--- config.mk ---
export PLATFORM = sky130hd
export DESIGN_NAME = uart_word_tx_flat
export DESIGN_NICKNAME = d
export VERILOG_FILES = /design/src/rtl/uart_word_tx_if.sv /design/src/rtl/uart_word_tx.sv /design/src/flat_wrapper.sv
export SDC_FILE = /design/constraint.sdc
export NUM_CORES = 1
export LEC_CHECK = 0
export BUFFER_PORTS_ARGS = -buffer_cell sky130_fd_sc_hd__buf_2
export CORE_MARGIN = 2
export CORE_UTILIZATION = 49
export CTS_BUF_LIST = sky130_fd_sc_hd__clkbuf_4 sky130_fd_sc_hd__clkbuf_8
export DETAILED_ROUTE_END_ITERATION = 10
export GPL_TIMING_DRIVEN = 0
export PLACE_DENSITY = 0.69
export SLEW_MARGIN = 0
export SYNTH_ARGS = -nofsm -noshare
export SYNTH_HDL_FRONTEND = slang
export SYNTH_SLANG_ARGS = --single-unit
--- constraint.sdc ---
create_clock -name CLK -period 3.9 [get_ports CLK]
set_clock_uncertainty 0.1 [all_clocks]
set_input_delay 0.78 -clock CLK [delete_from_list [all_inputs] [get_ports CLK]]
set_output_delay 0.78 -clock CLK [all_outputs]
set_load 0.01 [all_outputs]
--- src/rtl/uart_word_tx_if.sv ---
// ============================================================================
// Module   : uart_word_tx_if
// Brief    : Word-write, status and byte-stream handshake bundle for uart_word_tx.
// Revision : 1.0 - initial release
// ============================================================================
`default_nettype none

interface uart_word_tx_if #(
    parameter int WORD_BYTES = 2,
    parameter int FIFO_DEPTH = 4
);
    localparam int c_LW = $clog2(FIFO_DEPTH) + 1;

    logic [8*WORD_BYTES-1:0] DATA;
    logic                    ENA;
    logic                    FULL;
    logic [c_LW-1:0]         LEVEL;
    logic                    OVERFLOW;
    logic                    OVF_CLR;
    logic [7:0]              MSG_LEN_IN;
    logic [3:0]              TAIL_BYTES_IN;
    logic [7:0]              TX_DATA;
    logic                    TX_VALID;
    logic                    TX_READY;
    logic                    BUSY;
    logic                    MSG_DONE;
    logic [7:0]              WORD_CNT;

    modport master (
        output DATA, ENA, OVF_CLR, MSG_LEN_IN, TAIL_BYTES_IN, TX_READY,
        input  FULL, LEVEL, OVERFLOW, TX_DATA, TX_VALID, BUSY, MSG_DONE, WORD_CNT
    );

    modport slave (
        input  DATA, ENA, OVF_CLR, MSG_LEN_IN, TAIL_BYTES_IN, TX_READY,
        output FULL, LEVEL, OVERFLOW, TX_DATA, TX_VALID, BUSY, MSG_DONE, WORD_CNT
    );
endinterface

`default_nettype wire

--- src/rtl/uart_word_tx.sv ---
// ============================================================================
// Module   : uart_word_tx
// Brief    : Buffers N-byte words in a FIFO and streams them bytewise to a UART
//            core, with per-message word counting and last-word truncation.
// Revision : 1.0 - initial release
// ============================================================================
`default_nettype none

module uart_word_tx #(
    parameter int WORD_BYTES = 2,
    parameter int FIFO_DEPTH = 4,
    parameter int LSB_FIRST  = 0
) (
    input  wire           CLK,
    input  wire           RST,
    uart_word_tx_if.slave bus
);

    localparam int               c_W        = 8 * WORD_BYTES;
    localparam int               c_AW       = $clog2(FIFO_DEPTH);
    localparam int               c_LW       = c_AW + 1;
    localparam logic [c_LW-1:0]  c_DEPTH    = c_LW'(FIFO_DEPTH);
    localparam logic [3:0]       c_NB_FULL  = 4'(WORD_BYTES);

    localparam logic [1:0] S_IDLE = 2'd0;
    localparam logic [1:0] S_LOAD = 2'd1;
    localparam logic [1:0] S_SEND = 2'd2;

    logic [c_W-1:0]  r_mem [FIFO_DEPTH];
    logic [c_AW-1:0] r_wr_ptr;
    logic [c_AW-1:0] r_rd_ptr;
    logic [c_LW-1:0] r_level;
    logic            r_ovf;

    logic [1:0]      r_state;
    logic [c_W-1:0]  r_shift;
    logic [3:0]      r_bcnt;
    logic [3:0]      r_nbytes;
    logic            r_last;
    logic            r_valid;
    logic            r_msg_done;
    logic [7:0]      r_word_cnt;

    logic            w_full;
    logic            w_push;
    logic            w_pop;
    logic            w_xfer;
    logic [c_W-1:0]  w_head;
    logic [c_W-1:0]  w_shifted;
    logic [7:0]      w_tx_byte;
    logic [7:0]      w_eff_len;
    logic            w_is_last;
    logic            w_tail_ok;
    logic [3:0]      w_nbytes;

    assign w_full = (r_level == c_DEPTH);
    assign w_push = bus.ENA && !w_full;
    assign w_pop  = (r_state == S_IDLE) && (r_level != '0);
    assign w_xfer = r_valid && bus.TX_READY;
    assign w_head = r_mem[r_rd_ptr];

    // A shrinking MSG_LEN_IN can leave WORD_CNT past the end, so ">=" marks last.
    assign w_eff_len = (bus.MSG_LEN_IN == 8'd0) ? 8'd1 : bus.MSG_LEN_IN;
    assign w_is_last = (r_word_cnt >= (w_eff_len - 8'd1));
    assign w_tail_ok = (bus.TAIL_BYTES_IN != 4'd0) && (bus.TAIL_BYTES_IN < c_NB_FULL);
    assign w_nbytes  = (w_is_last && w_tail_ok) ? bus.TAIL_BYTES_IN : c_NB_FULL;

    generate
        if (LSB_FIRST != 0) begin : g_lsb_first
            assign w_tx_byte = r_shift[7:0];
            assign w_shifted = r_shift >> 8;
        end else begin : g_msb_first
            assign w_tx_byte = r_shift[c_W-1 -: 8];
            assign w_shifted = r_shift << 8;
        end
    endgenerate

    always_ff @(posedge CLK) begin
        if (w_push) begin
            r_mem[r_wr_ptr] <= bus.DATA;
        end
    end

    always_ff @(posedge CLK or negedge RST) begin
        if (!RST) begin
            r_wr_ptr <= '0;
            r_rd_ptr <= '0;
            r_level  <= '0;
            r_ovf    <= 1'b0;
        end else begin
            if (w_push) begin
                r_wr_ptr <= r_wr_ptr + 1'b1;
            end
            if (w_pop) begin
                r_rd_ptr <= r_rd_ptr + 1'b1;
            end
            case ({w_push, w_pop})
                2'b10:   r_level <= r_level + 1'b1;
                2'b01:   r_level <= r_level - 1'b1;
                default: r_level <= r_level;
            endcase
            // A fresh overflow wins over a simultaneous clear.
            if (bus.ENA && w_full) begin
                r_ovf <= 1'b1;
            end else if (bus.OVF_CLR) begin
                r_ovf <= 1'b0;
            end
        end
    end

    always_ff @(posedge CLK or negedge RST) begin
        if (!RST) begin
            r_state    <= S_IDLE;
            r_shift    <= '0;
            r_bcnt     <= 4'd0;
            r_nbytes   <= 4'd0;
            r_last     <= 1'b0;
            r_valid    <= 1'b0;
            r_msg_done <= 1'b0;
            r_word_cnt <= 8'd0;
        end else begin
            r_msg_done <= 1'b0;
            case (r_state)
                S_IDLE: begin
                    if (w_pop) begin
                        r_shift  <= w_head;
                        r_nbytes <= w_nbytes;
                        r_last   <= w_is_last;
                        r_bcnt   <= 4'd0;
                        r_state  <= S_LOAD;
                    end
                end
                S_LOAD: begin
                    r_valid <= 1'b1;
                    r_state <= S_SEND;
                end
                S_SEND: begin
                    if (w_xfer) begin
                        if (r_bcnt == (r_nbytes - 4'd1)) begin
                            r_valid <= 1'b0;
                            r_state <= S_IDLE;
                            if (r_last) begin
                                r_word_cnt <= 8'd0;
                                r_msg_done <= 1'b1;
                            end else begin
                                r_word_cnt <= r_word_cnt + 8'd1;
                            end
                        end else begin
                            r_bcnt  <= r_bcnt + 4'd1;
                            r_shift <= w_shifted;
                        end
                    end
                end
                default: begin
                    r_valid <= 1'b0;
                    r_state <= S_IDLE;
                end
            endcase
        end
    end

    assign bus.FULL     = w_full;
    assign bus.LEVEL    = r_level;
    assign bus.OVERFLOW = r_ovf;
    assign bus.TX_DATA  = w_tx_byte;
    assign bus.TX_VALID = r_valid;
    assign bus.BUSY     = (r_state != S_IDLE) || (r_level != '0);
    assign bus.MSG_DONE = r_msg_done;
    assign bus.WORD_CNT = r_word_cnt;

endmodule

`default_nettype wire
--- src/flat_wrapper.sv ---
// flat-port wrapper written by rule: the top's interface ports become plain ports
module uart_word_tx_flat 
#(
    parameter int WORD_BYTES = 2,
    parameter int FIFO_DEPTH = 4,
    parameter int LSB_FIRST  = 0
)
  (CLK, RST, bus_DATA, bus_ENA, bus_OVF_CLR, bus_MSG_LEN_IN, bus_TAIL_BYTES_IN, bus_TX_READY, bus_FULL, bus_LEVEL, bus_OVERFLOW, bus_TX_DATA, bus_TX_VALID, bus_BUSY, bus_MSG_DONE, bus_WORD_CNT);
  uart_word_tx_if #(.WORD_BYTES(WORD_BYTES), .FIFO_DEPTH(FIFO_DEPTH)) bus_i ();
  input  wire CLK;
  input  wire RST;
  input wire logic [$bits(bus_i.DATA)-1:0] bus_DATA;
  input wire logic [$bits(bus_i.ENA)-1:0] bus_ENA;
  input wire logic [$bits(bus_i.OVF_CLR)-1:0] bus_OVF_CLR;
  input wire logic [$bits(bus_i.MSG_LEN_IN)-1:0] bus_MSG_LEN_IN;
  input wire logic [$bits(bus_i.TAIL_BYTES_IN)-1:0] bus_TAIL_BYTES_IN;
  input wire logic [$bits(bus_i.TX_READY)-1:0] bus_TX_READY;
  output wire logic [$bits(bus_i.FULL)-1:0] bus_FULL;
  output wire logic [$bits(bus_i.LEVEL)-1:0] bus_LEVEL;
  output wire logic [$bits(bus_i.OVERFLOW)-1:0] bus_OVERFLOW;
  output wire logic [$bits(bus_i.TX_DATA)-1:0] bus_TX_DATA;
  output wire logic [$bits(bus_i.TX_VALID)-1:0] bus_TX_VALID;
  output wire logic [$bits(bus_i.BUSY)-1:0] bus_BUSY;
  output wire logic [$bits(bus_i.MSG_DONE)-1:0] bus_MSG_DONE;
  output wire logic [$bits(bus_i.WORD_CNT)-1:0] bus_WORD_CNT;
  assign bus_i.DATA = bus_DATA;
  assign bus_i.ENA = bus_ENA;
  assign bus_i.OVF_CLR = bus_OVF_CLR;
  assign bus_i.MSG_LEN_IN = bus_MSG_LEN_IN;
  assign bus_i.TAIL_BYTES_IN = bus_TAIL_BYTES_IN;
  assign bus_i.TX_READY = bus_TX_READY;
  assign bus_FULL = bus_i.FULL;
  assign bus_LEVEL = bus_i.LEVEL;
  assign bus_OVERFLOW = bus_i.OVERFLOW;
  assign bus_TX_DATA = bus_i.TX_DATA;
  assign bus_TX_VALID = bus_i.TX_VALID;
  assign bus_BUSY = bus_i.BUSY;
  assign bus_MSG_DONE = bus_i.MSG_DONE;
  assign bus_WORD_CNT = bus_i.WORD_CNT;
  uart_word_tx #(.WORD_BYTES(WORD_BYTES), .FIFO_DEPTH(FIFO_DEPTH), .LSB_FIRST(LSB_FIRST)) u_core (.CLK(CLK), .RST(RST), .bus(bus_i));
endmodule
==> results of run 1 <==
## power by group through the flow
stage	combinational, mW	clock, mW	sequential [mW]
2_1_floorplan	1.17	0	1.70
3_3_place_gp	1.52	0	1.72
3_5_place_dp	1.56	0	1.74
4_1_cts	1.57	0.644	1.71
5_1_grt	1.72	0.694	1.74
6_report	1.53	0.620	1.71
## sequential cells by signal, summed over array words and instances (netlist names), 2 cells and up
| register | count |
|---|---|
| u_core.r_bcnt | 4 |
| u_core.bus.WORD_CNT | 8 |
| u_core.r_state | 2 |
| u_core.r_wr_ptr | 2 |
| u_core.r_shift | 16 |
| u_core.r_rd_ptr | 2 |
| u_core.r_mem | 64 |
| u_core.bus.LEVEL | 3 |
| u_core.r_nbytes | 4 |
## cell type report
class                      instances  area [um2]  share of cell area (%)
inverter                          17       63.81                   1.149
clock inverter                     6       47.55                  0.8564
buffer                            19       130.1                   2.344
tap                              133       166.4                   2.998
timing repair buffer              56       280.3                   5.048
multi-input combinational        192        1684                   30.34
sequential                       109        3048                   54.90
clock buffer                      10       131.4                   2.366
## cell families after synthesis
family	count (synthesis)	share of synthesized area (%)
adders and majority gates	18	4.724
DFF	109	61.87
buffers and inverters	36	3.937
and+or+nand+nor	79	8.839
muxes	25	9.144
xor gates and xnor gates	17	3.607
AOI/OAI and AO/OA	53	7.874
## through the flow
step / power [mW] / area, um2
3_3_place_gp: 3.242 / 5373
5_1_grt: 4.157 / 5552
4_1_cts: 3.922 / 5552
2_1_floorplan: 2.870 / 4926
6_report: 3.861 / 5552
3_5_place_dp: 3.298 / 5373
## cells in the mapped netlist, types with 7 or more instances
cell	count
o21ai_2	9
nor2_1	11
xnor2_1	8
mux2i_1	9
inv_1	16
buf_4	10
dfrtp_1	45
mux4_2	16
a22o_1	10
nand3_1	7
ha_1	17
nand2_1	23
edfxtp_1	64
and2_1	8
o21ai_0	11
## worst max-delay path by stage
stage,end,cells after the start
floorplan,u_core.r_nbytes[0],13
global placement,u_core.r_last,14
detailed placement,u_core.r_last,14
CTS,u_core.r_last,14
global route,u_core.r_last,14
finish,u_core.r_last,14
## metal layers
layer	global-route usage (%)	up-vias	routed length, um	share of wire, %
met5	0	-	0	0
met4	6.564	0	92	1.1
met3	2.569	6	249	2.9
met2	27.22	55	4136	48
met1	23.55	1399	4080	48
li1	-	1379	-	-
## worst min-delay path, delay by kind of cell, from the launching register on
family           cells  cell delay [ps]
AND/OR/NAND/NOR      1               60
AO/OA/AOI/OAI        1               50
flip-flops           1              350
==> impl_metrics.py, run 1 <==
metrics = {
    "status": {
        "status": "finished clean",
    },
    "critical_path": {
        "timing.critical_path.buf_inv": 2,
        "cpMaxStageDelayCell": "or4_1",
        "path_max_fanout": 3,
        "r2r_start": "u_core.r_state[1]",
        "required_ps": 4040,
        "cp_slowest_stage_delay_ps": 570,
        "start_kind": "input port",
        "end_kind": "register",
        "arrival_ps": 3470,
        "ff2ff_path_depth": 11,
        "path_cells": "buf_2 -> or4_1 -> nor3_1 -> a21oi_1 -> ha_1 -> inv_1 -> or3_1 -> xor2_1 -> ha_1 -> a21o_1 -> a21o_1 -> a21oi_1 -> o221ai_1 -> a21boi_0",
        "cp_top_family": "compound AO/OA/AOI/OAI gates",
        "rrSetupSlack_ps": 1220,
        "worstSetupStartpoint": "bus_MSG_LEN_IN[5]",
        "r2r-end": "u_core.bus.LEVEL[2]",
        "worstSetupPathType": "in -> reg",
    },
    "global_route": {
        "first_global_vias": 2864,
        "grt_max_degree": 46,
        "grt_pass1_wl_um": 14300,
        "grt_usage_pct": 16.97,
        "antenna_found_initial": 0,
        "grt_overflow_total": 0,
    },
    "clock_network": {
        "root_buffer": "clkbuf_8",
        "clk_pin_slew_ps": 100,
        "cts_buffer_depth": 2,
        "cts_resized": 0,
        "htreeDepth": 3,
        "cts_hold_buf": 0,
        "cts_tree": "built",
        "cts_setup_buffers": 0,
        "clk_latency_ps": 360,
        "clock_sink_count": 109,
        "cts_buffers": 9,
    },
    "logic_synthesis": {
        "synth_ff_type": "edfxtp_1",
        "synth_area_leaders": "edfxtp_1 (39%), dfrtp_1 (23%), mux4_2 (7.3%)",
        "yosysUniqueCellTypes": 48,
        "yosysWarnings": 0,
        "synth_edf_count": 64,
        "syn-num-nets": 388,
        "seq_area_frac_synth_pct": 61.87,
        "synthesis.area_um2": 4926,
        "synth-async-reset-ratio_pct": 41.28,
        "synth_top_area_cell": "edfxtp_1",
        "syn_area_per_cell_um2": 14.62,
        "synth_seq_cells": 109,
        "synth_top_area_share_pct": 39.01,
        "netlist_instances": 337,
    },
    "drt": {
        "drt_iter0_drc": 101,
        "first_pass_iters": 4,
        "remaining_drc_errors": 0,
        "vias": 2839,
        "wirelength_um": 8559,
        "wl_per_cell_um": 15.79,
        "ant_nets": 0,
        "viasPerCell": 5.238,
    },
    "place": {
        "port_buffers": 56,
        "dp_slack_ps": 202.9,
        "dp_hpwl_um": 5889,
        "dp.cells": 526,
        "routabilityCongestion": 0.7894,
    },
    "sta": {
        "hold_viol_final": 0,
        "setup_viol": 0,
        "rsz0062_at_grt": "no",
        "min_period_ps": 3329,
        "timing.setup.tns_ps": 0,
        "maxSlewHeadroom_pct": 32.56,
        "drv_slew": 0,
        "fin_crit_sh_pct": 85.37,
        "setup_ws_ps": 570.7,
        "fmax_mhz": 300.4,
        "worst_pin_slew_ps": 1012,
        "whs_ps": 385.3,
    },
    "finish": {
        "final_cell_mix": "edfxtp_1 (64), buf_2 (61), dfrtp_1 (45)",
        "layout.nets": 455,
        "n_antenna_cell": 0,
        "final_util_pct": 56.80,
        "areaGrowthSynthToFinish_pct": 12.70,
        "drive_gt1_share_pct": 29.83,
        "final_cells": 542,
        "mostFrequentLayoutCell": "edfxtp_1",
        "nFillCells": 794,
    },
    "pwr": {
        "p_switching_mw": 1.364,
        "p_seq_share_pct": 44.3,
        "internal_power_mw": 2.496,
        "p_leak_nw": 2.328,
        "switching_share_pct": 35.34,
        "peakVddDrop_v": 0.0003870,
        "power_density_nw_per_um2": 695.4,
        "power.share.clock_pct": 16.1,
        "combPwrFrac_pct": 39.7,
    },
    "worst_hold_path": {
        "whs_path_depth": 2,
        "hold_start": "u_core.r_shift[10]",
        "hold_end": "u_core.r_shift[10]",
        "hold_class": "reg -> reg",
    },
    "die": {
        "die_w_um": 104.3,
        "start_util_pct": 50.40,
        "core.rowCount": 36,
        "die_area_um2": 10870,
        "pin_count": 57,
        "core-area_um2": 9774,
        "fp.dieH_um": 104.3,
    },
    "run": {
        "cap_violations": 0,
    },
}
No activity file was read; power rests on OpenSTA's default activity.
==> run 2: changes to the inputs <==
GPL_TIMING_DRIVEN = unset   (was 0)
==> impl_metrics.py, run 2 (same netlist as run 1, synthesis figures left out) <==
metrics = {
    "status": {
        "status": "finished clean",
    },
    "place": {
        "dp_hpwl_um": 5712,
        "dp_slack_ps": 275.0,
        "port_buffers": 56,
        "routabilityCongestion": 0.7925,
    },
    "drt": {
        "ant_nets": 0,
        "wirelength_um": 8406,
        "first_pass_iters": 4,
        "top_layer": "met4",
        "drt_iter0_drc": 118,
        "wl_met3_um": 262,
        "remaining_drc_errors": 0,
        "wl_per_cell_um": 16.01,
        "vias": 2776,
        "wl_met1_um": 4191,
        "dr_wl_met2_um": 3811,
        "viasPerCell": 5.288,
    },
    "finish": {
        "drive_gt1_share_pct": 27.30,
        "mostFrequentLayoutCell": "edfxtp_1",
        "largest_reg_flops": 64,
        "final_cell_mix": "edfxtp_1 (64), buf_2 (56), dfrtp_1 (45)",
        "layout.nets": 438,
        "top_register": "u_core.r_mem",
        "areaGrowthSynthToFinish_pct": 11.18,
        "n_antenna_cell": 0,
    },
    "sta": {
        "min_period_ps": 3233,
        "maxSlewHeadroom_pct": 32.50,
        "timing.setup.tns_ps": 0,
        "fin_crit_sh_pct": 82.90,
        "worst_pin_slew_ps": 1013,
        "setup_ws_ps": 667.1,
        "setup_viol": 0,
        "hold_viol_final": 0,
        "drv_slew": 0,
        "fmax_mhz": 309.3,
        "rsz0062_at_grt": "no",
    },
    "die": {
        "core-area_um2": 9774,
        "die_w_um": 104.3,
        "pin_count": 57,
        "die_area_um2": 10870,
        "start_util_pct": 50.40,
        "core.rowCount": 36,
        "fp.dieH_um": 104.3,
    },
    "clock_network": {
        "clock_sink_count": 109,
        "htreeDepth": 3,
        "cts_resized": 0,
        "clk_latency_ps": 380,
        "cts_setup_buffers": 0,
        "cts_tree": "built",
        "cts_hold_buf": 0,
        "cts_buffer_depth": 2,
        "clk_pin_slew_ps": 110,
        "root_buffer": "clkbuf_8",
        "cts_buffers": 9,
    },
    "pwr": {
        "peakVddDrop_v": 0.0004230,
        "power_density_nw_per_um2": 702.1,
        "p_leak_nw": 2.275,
    },
    "critical_path": {
        "path_cells": "buf_2 -> or4_1 -> nor3_1 -> a21oi_1 -> ha_1 -> inv_1 -> or3_1 -> xor2_1 -> ha_1 -> a21o_1 -> a21o_1 -> a21oi_1 -> o221ai_1 -> and2_1",
        "timing.critical_path.buf_inv": 2,
        "end_kind": "register",
        "cp_slowest_stage_delay_ps": 570,
        "required_ps": 4080,
        "arrival_ps": 3410,
        "start_kind": "input port",
        "cpMaxStageDelayCell": "or4_1",
        "cp_top_family": "simple AND/OR/NAND/NOR gates",
        "worstSetupPathType": "in -> reg",
        "path_max_fanout": 3,
    },
    "global_route": {
        "grt_max_degree": 46,
        "grt_overflow_total": 0,
        "antenna_found_initial": 0,
        "grt_pass1_wl_um": 13790,
        "first_global_vias": 2727,
        "grt_usage_pct": 16.37,
    },
    "run": {
        "cap_violations": 0,
    },
    "worst_hold_path": {
        "hold_class": "reg -> reg",
    },
}
==> run 2: changes by cell type in the layout (fill, tap and decap cells not counted), moves of 2 or more <==
cell | before | now
buf_2 | 61 | 56
buf_4 | 10 | 2
buf_6 | 2 | 0
clkbuf_1 | 2 | 0
clkinv_4 | 2 | 0
inv_8 | 0 | 2
==> run 2: final timing paths <==
path / start / endpoint / slack, ps / cells after the start
setup / recovery: bus_MSG_LEN_IN[5] / u_core.r_nbytes[0] / 670 / 14
hold / removal: u_core.r_shift[11] / u_core.r_shift[11] / 380 / 2
setup reg to reg: u_core.r_state[1] / u_core.bus.LEVEL[2] / 1130 / 9
hold reg to reg: u_core.r_shift[11] / u_core.r_shift[11] / 380 / 2
max in group asynchronous: RST / u_core.r_bcnt[1] / 2610 / 1
min in group asynchronous: RST / u_core.bus.WORD_CNT[1] / 460 / 1
==> run 2: area by class of cell <==
cell class | instances | area, um2
timing repair buffer | 58 | 295.3
multi-input combinational | 192 | 1684
clock buffer | 9 | 123.9
fill | 820 | 4298
clock inverter | 7 | 95.09
tap | 133 | 166.4
sequential | 109 | 3048
inverter | 17 | 63.81
==> run 2: worst reg2reg max path, stage by stage, from the launching register on <==
cell and delay [ps]:
dfrtp_1 600, nor4_4 90, or3_1 490, inv_2 310
ha_1 250, inv_1 70, fa_1 380, xor2_1 150
nor2_1 120, xor2_1 150
==> run 2: metrics by stage <==
stage	total power, mW	util [%]	hold WS, ps	cell area (um2)	cells
floorplan	2.870	-	352.3	4926	337
global placement	3.103	53.79	360.3	5258	509
detailed placement	3.165	53.79	364.1	5258	509
CTS	3.893	56.03	388.1	5477	525
global route	4.117	56.03	412.8	5477	525
finish	3.845	56.03	381.6	5477	525
==> run 2: power breakdown <==
part	switching, mW	leakage, nW	total [mW]	internal, mW
logic	0.698	1.01	1.31	0.614
registers	0.251	1.16	1.79	1.54
clock network	0.420	0.111	0.739	0.318
total	1.37	2.28	3.85	2.48
==> run 2: metal layers <==
metal  vias up  track usage, %
met3        11           3.509
met1      1370           23.57
met4         0           6.178
met2        49           24.60
li1       1346               -
met5         -               0
==> run 3: changes to the inputs <==
PLACE_DENSITY = 0.71   (was 0.69)
clock period = 2.74 ns   (was 3.9 ns; I/O delays follow)
==> impl_metrics.py, run 3 (same netlist as run 1, synthesis figures left out) <==
metrics = {
    "status": {
        "status": "finished, violations left",
        "failed_checks": "negative setup slack",
    },
    "drt": {
        "wl_per_cell_um": 16.36,
        "wirelength_um": 8964,
        "ant_nets": 0,
        "viasPerCell": 5.303,
        "remaining_drc_errors": 0,
        "vias": 2906,
        "first_pass_iters": 4,
        "drt_iter0_drc": 117,
    },
    "critical_path": {
        "required_ps": 2870,
        "arrival_ps": 2930,
        "timing.critical_path.buf_inv": 2,
        "path_max_fanout": 3,
        "cpMaxStageDelayCell": "or4_4",
        "cp_slowest_stage_delay_ps": 550,
        "path_cells": "buf_6 -> or4_4 -> nor3_4 -> a21oi_2 -> ha_2 -> inv_2 -> or3_4 -> xor2_1 -> ha_1 -> a21o_1 -> a21o_1 -> a21oi_2 -> o221ai_2 -> a21boi_1",
        "start_kind": "input port",
        "end_kind": "register",
        "cp_top_family": "compound AO/OA/AOI/OAI gates",
        "worstSetupPathType": "in -> reg",
    },
    "sta": {
        "setup_viol": 3,
        "fmax_mhz": 357.8,
        "setup_ws_ps": -54.60,
        "timing.setup.tns_ps": -122.7,
        "maxSlewHeadroom_pct": 55.62,
        "drv_slew": 0,
        "hold_viol_final": 0,
        "fin_crit_sh_pct": 102.0,
        "min_period_ps": 2795,
        "rsz0062_at_grt": "yes",
        "worst_pin_slew_ps": 665.8,
    },
    "die": {
        "pin_count": 57,
        "start_util_pct": 50.40,
        "die_area_um2": 10870,
        "die_w_um": 104.3,
        "core-area_um2": 9774,
        "fp.dieH_um": 104.3,
        "core.rowCount": 36,
    },
    "clock_network": {
        "clk_pin_slew_ps": 100,
        "cts_buffer_depth": 2,
        "clk_latency_ps": 360,
        "root_buffer": "clkbuf_8",
        "clock_sink_count": 109,
        "cts_tree": "built",
        "cts_hold_buf": 0,
        "cts_buffers": 9,
        "htreeDepth": 3,
    },
    "place": {
        "dp_hpwl_um": 6131,
        "dp_slack_ps": -485.0,
        "routabilityCongestion": 0.7767,
        "dp.cells": 529,
        "port_buffers": 56,
    },
    "pwr": {
        "power_mw": 5.550,
        "power_density_nw_per_um2": 973.0,
        "p_leak_nw": 2.400,
        "peakVddDrop_v": 0.0004989,
    },
    "finish": {
        "mostFrequentLayoutCell": "edfxtp_1",
        "areaGrowthSynthToFinish_pct": 15.80,
        "top_register": "u_core.r_mem",
        "n_antenna_cell": 0,
        "largest_reg_flops": 64,
        "layout.nets": 461,
        "final_cell_mix": "edfxtp_1 (64), buf_2 (54), dfrtp_1 (45)",
        "final_util_pct": 58.36,
        "final_cells": 548,
        "nFillCells": 791,
        "drive_gt1_share_pct": 33.25,
    },
    "global_route": {
        "use_met3_pct": 4.010,
        "grt_usage_pct": 17.64,
        "first_global_vias": 3026,
        "use_met2_pct": 29.60,
        "grt_pass1_wl_um": 14970,
        "antenna_found_initial": 0,
        "grt_max_degree": 46,
        "met1_usage_pct": 23.47,
        "grt_overflow_total": 0,
        "busiest_layer": "met2",
    },
    "worst_hold_path": {
        "hold_class": "in -> async",
    },
    "run": {
        "cap_violations": 0,
    },
}
==> run 3: final cells by class <==
class                   count  area [um2]  area share, %
inverters                  17       63.81          1.119
flip-flops and latches    109        3048          53.43
clock inverters             5       61.31          1.075
repair buffers             81       505.5          8.862
well taps                 133       166.4          2.917
multi-input cells         192        1720          30.16
clock buffers              11       138.9          2.435
==> run 3: worst paths after layout <==
| path | startpoint | endpoint | slack [ps] | depth (start not counted) |
|---|---|---|---|---|
| setup / recovery | bus_MSG_LEN_IN[5] | u_core.r_last | -50 | 14 |
| hold / removal | RST | u_core.bus.WORD_CNT[2] | 40 | 2 |
| setup reg to reg | u_core.r_state[1] | u_core.bus.LEVEL[2] | 440 | 9 |
| hold reg to reg | u_core.r_shift[13] | u_core.r_shift[13] | 380 | 2 |
| max in group asynchronous | RST | u_core.r_last | 2250 | 2 |
| min in group CLK | bus_TX_READY | u_core.bus.TX_VALID | 290 | 2 |
==> run 3: report_power, final <==
group          total (mW)  switching [mW]  internal (mW)
Combinational        2.06            1.08          0.983
Sequential           2.52           0.332           2.19
Clock               0.966           0.518          0.447
Total                5.55            1.93           3.62
==> run 3: per-layer routing <==
metal,routed length [um],part of all wire [%],vias up
li1,-,-,1396
met1,4025,45,1435
met2,4444,50,69
met3,405,4.5,6
met4,89,0.99,0
met5,0,0,-
==> run 3: what timing repair did <==
action	4_1_cts	5_1_grt
gates cloned	0	0
setup endpoints to repair	2	3
gates resized for setup	2	4
hold endpoints to repair	0	0
pin swaps	1	3
setup buffers	1	2
==> run 3: stage by stage <==
stage,instance area [um2],hold WS [ps]
global placement,5454,361.3
global route,5704,70.84
CTS,5668,48.11
finish,5704,43.67
detailed placement,5454,361.9
floorplan,4947,152.4
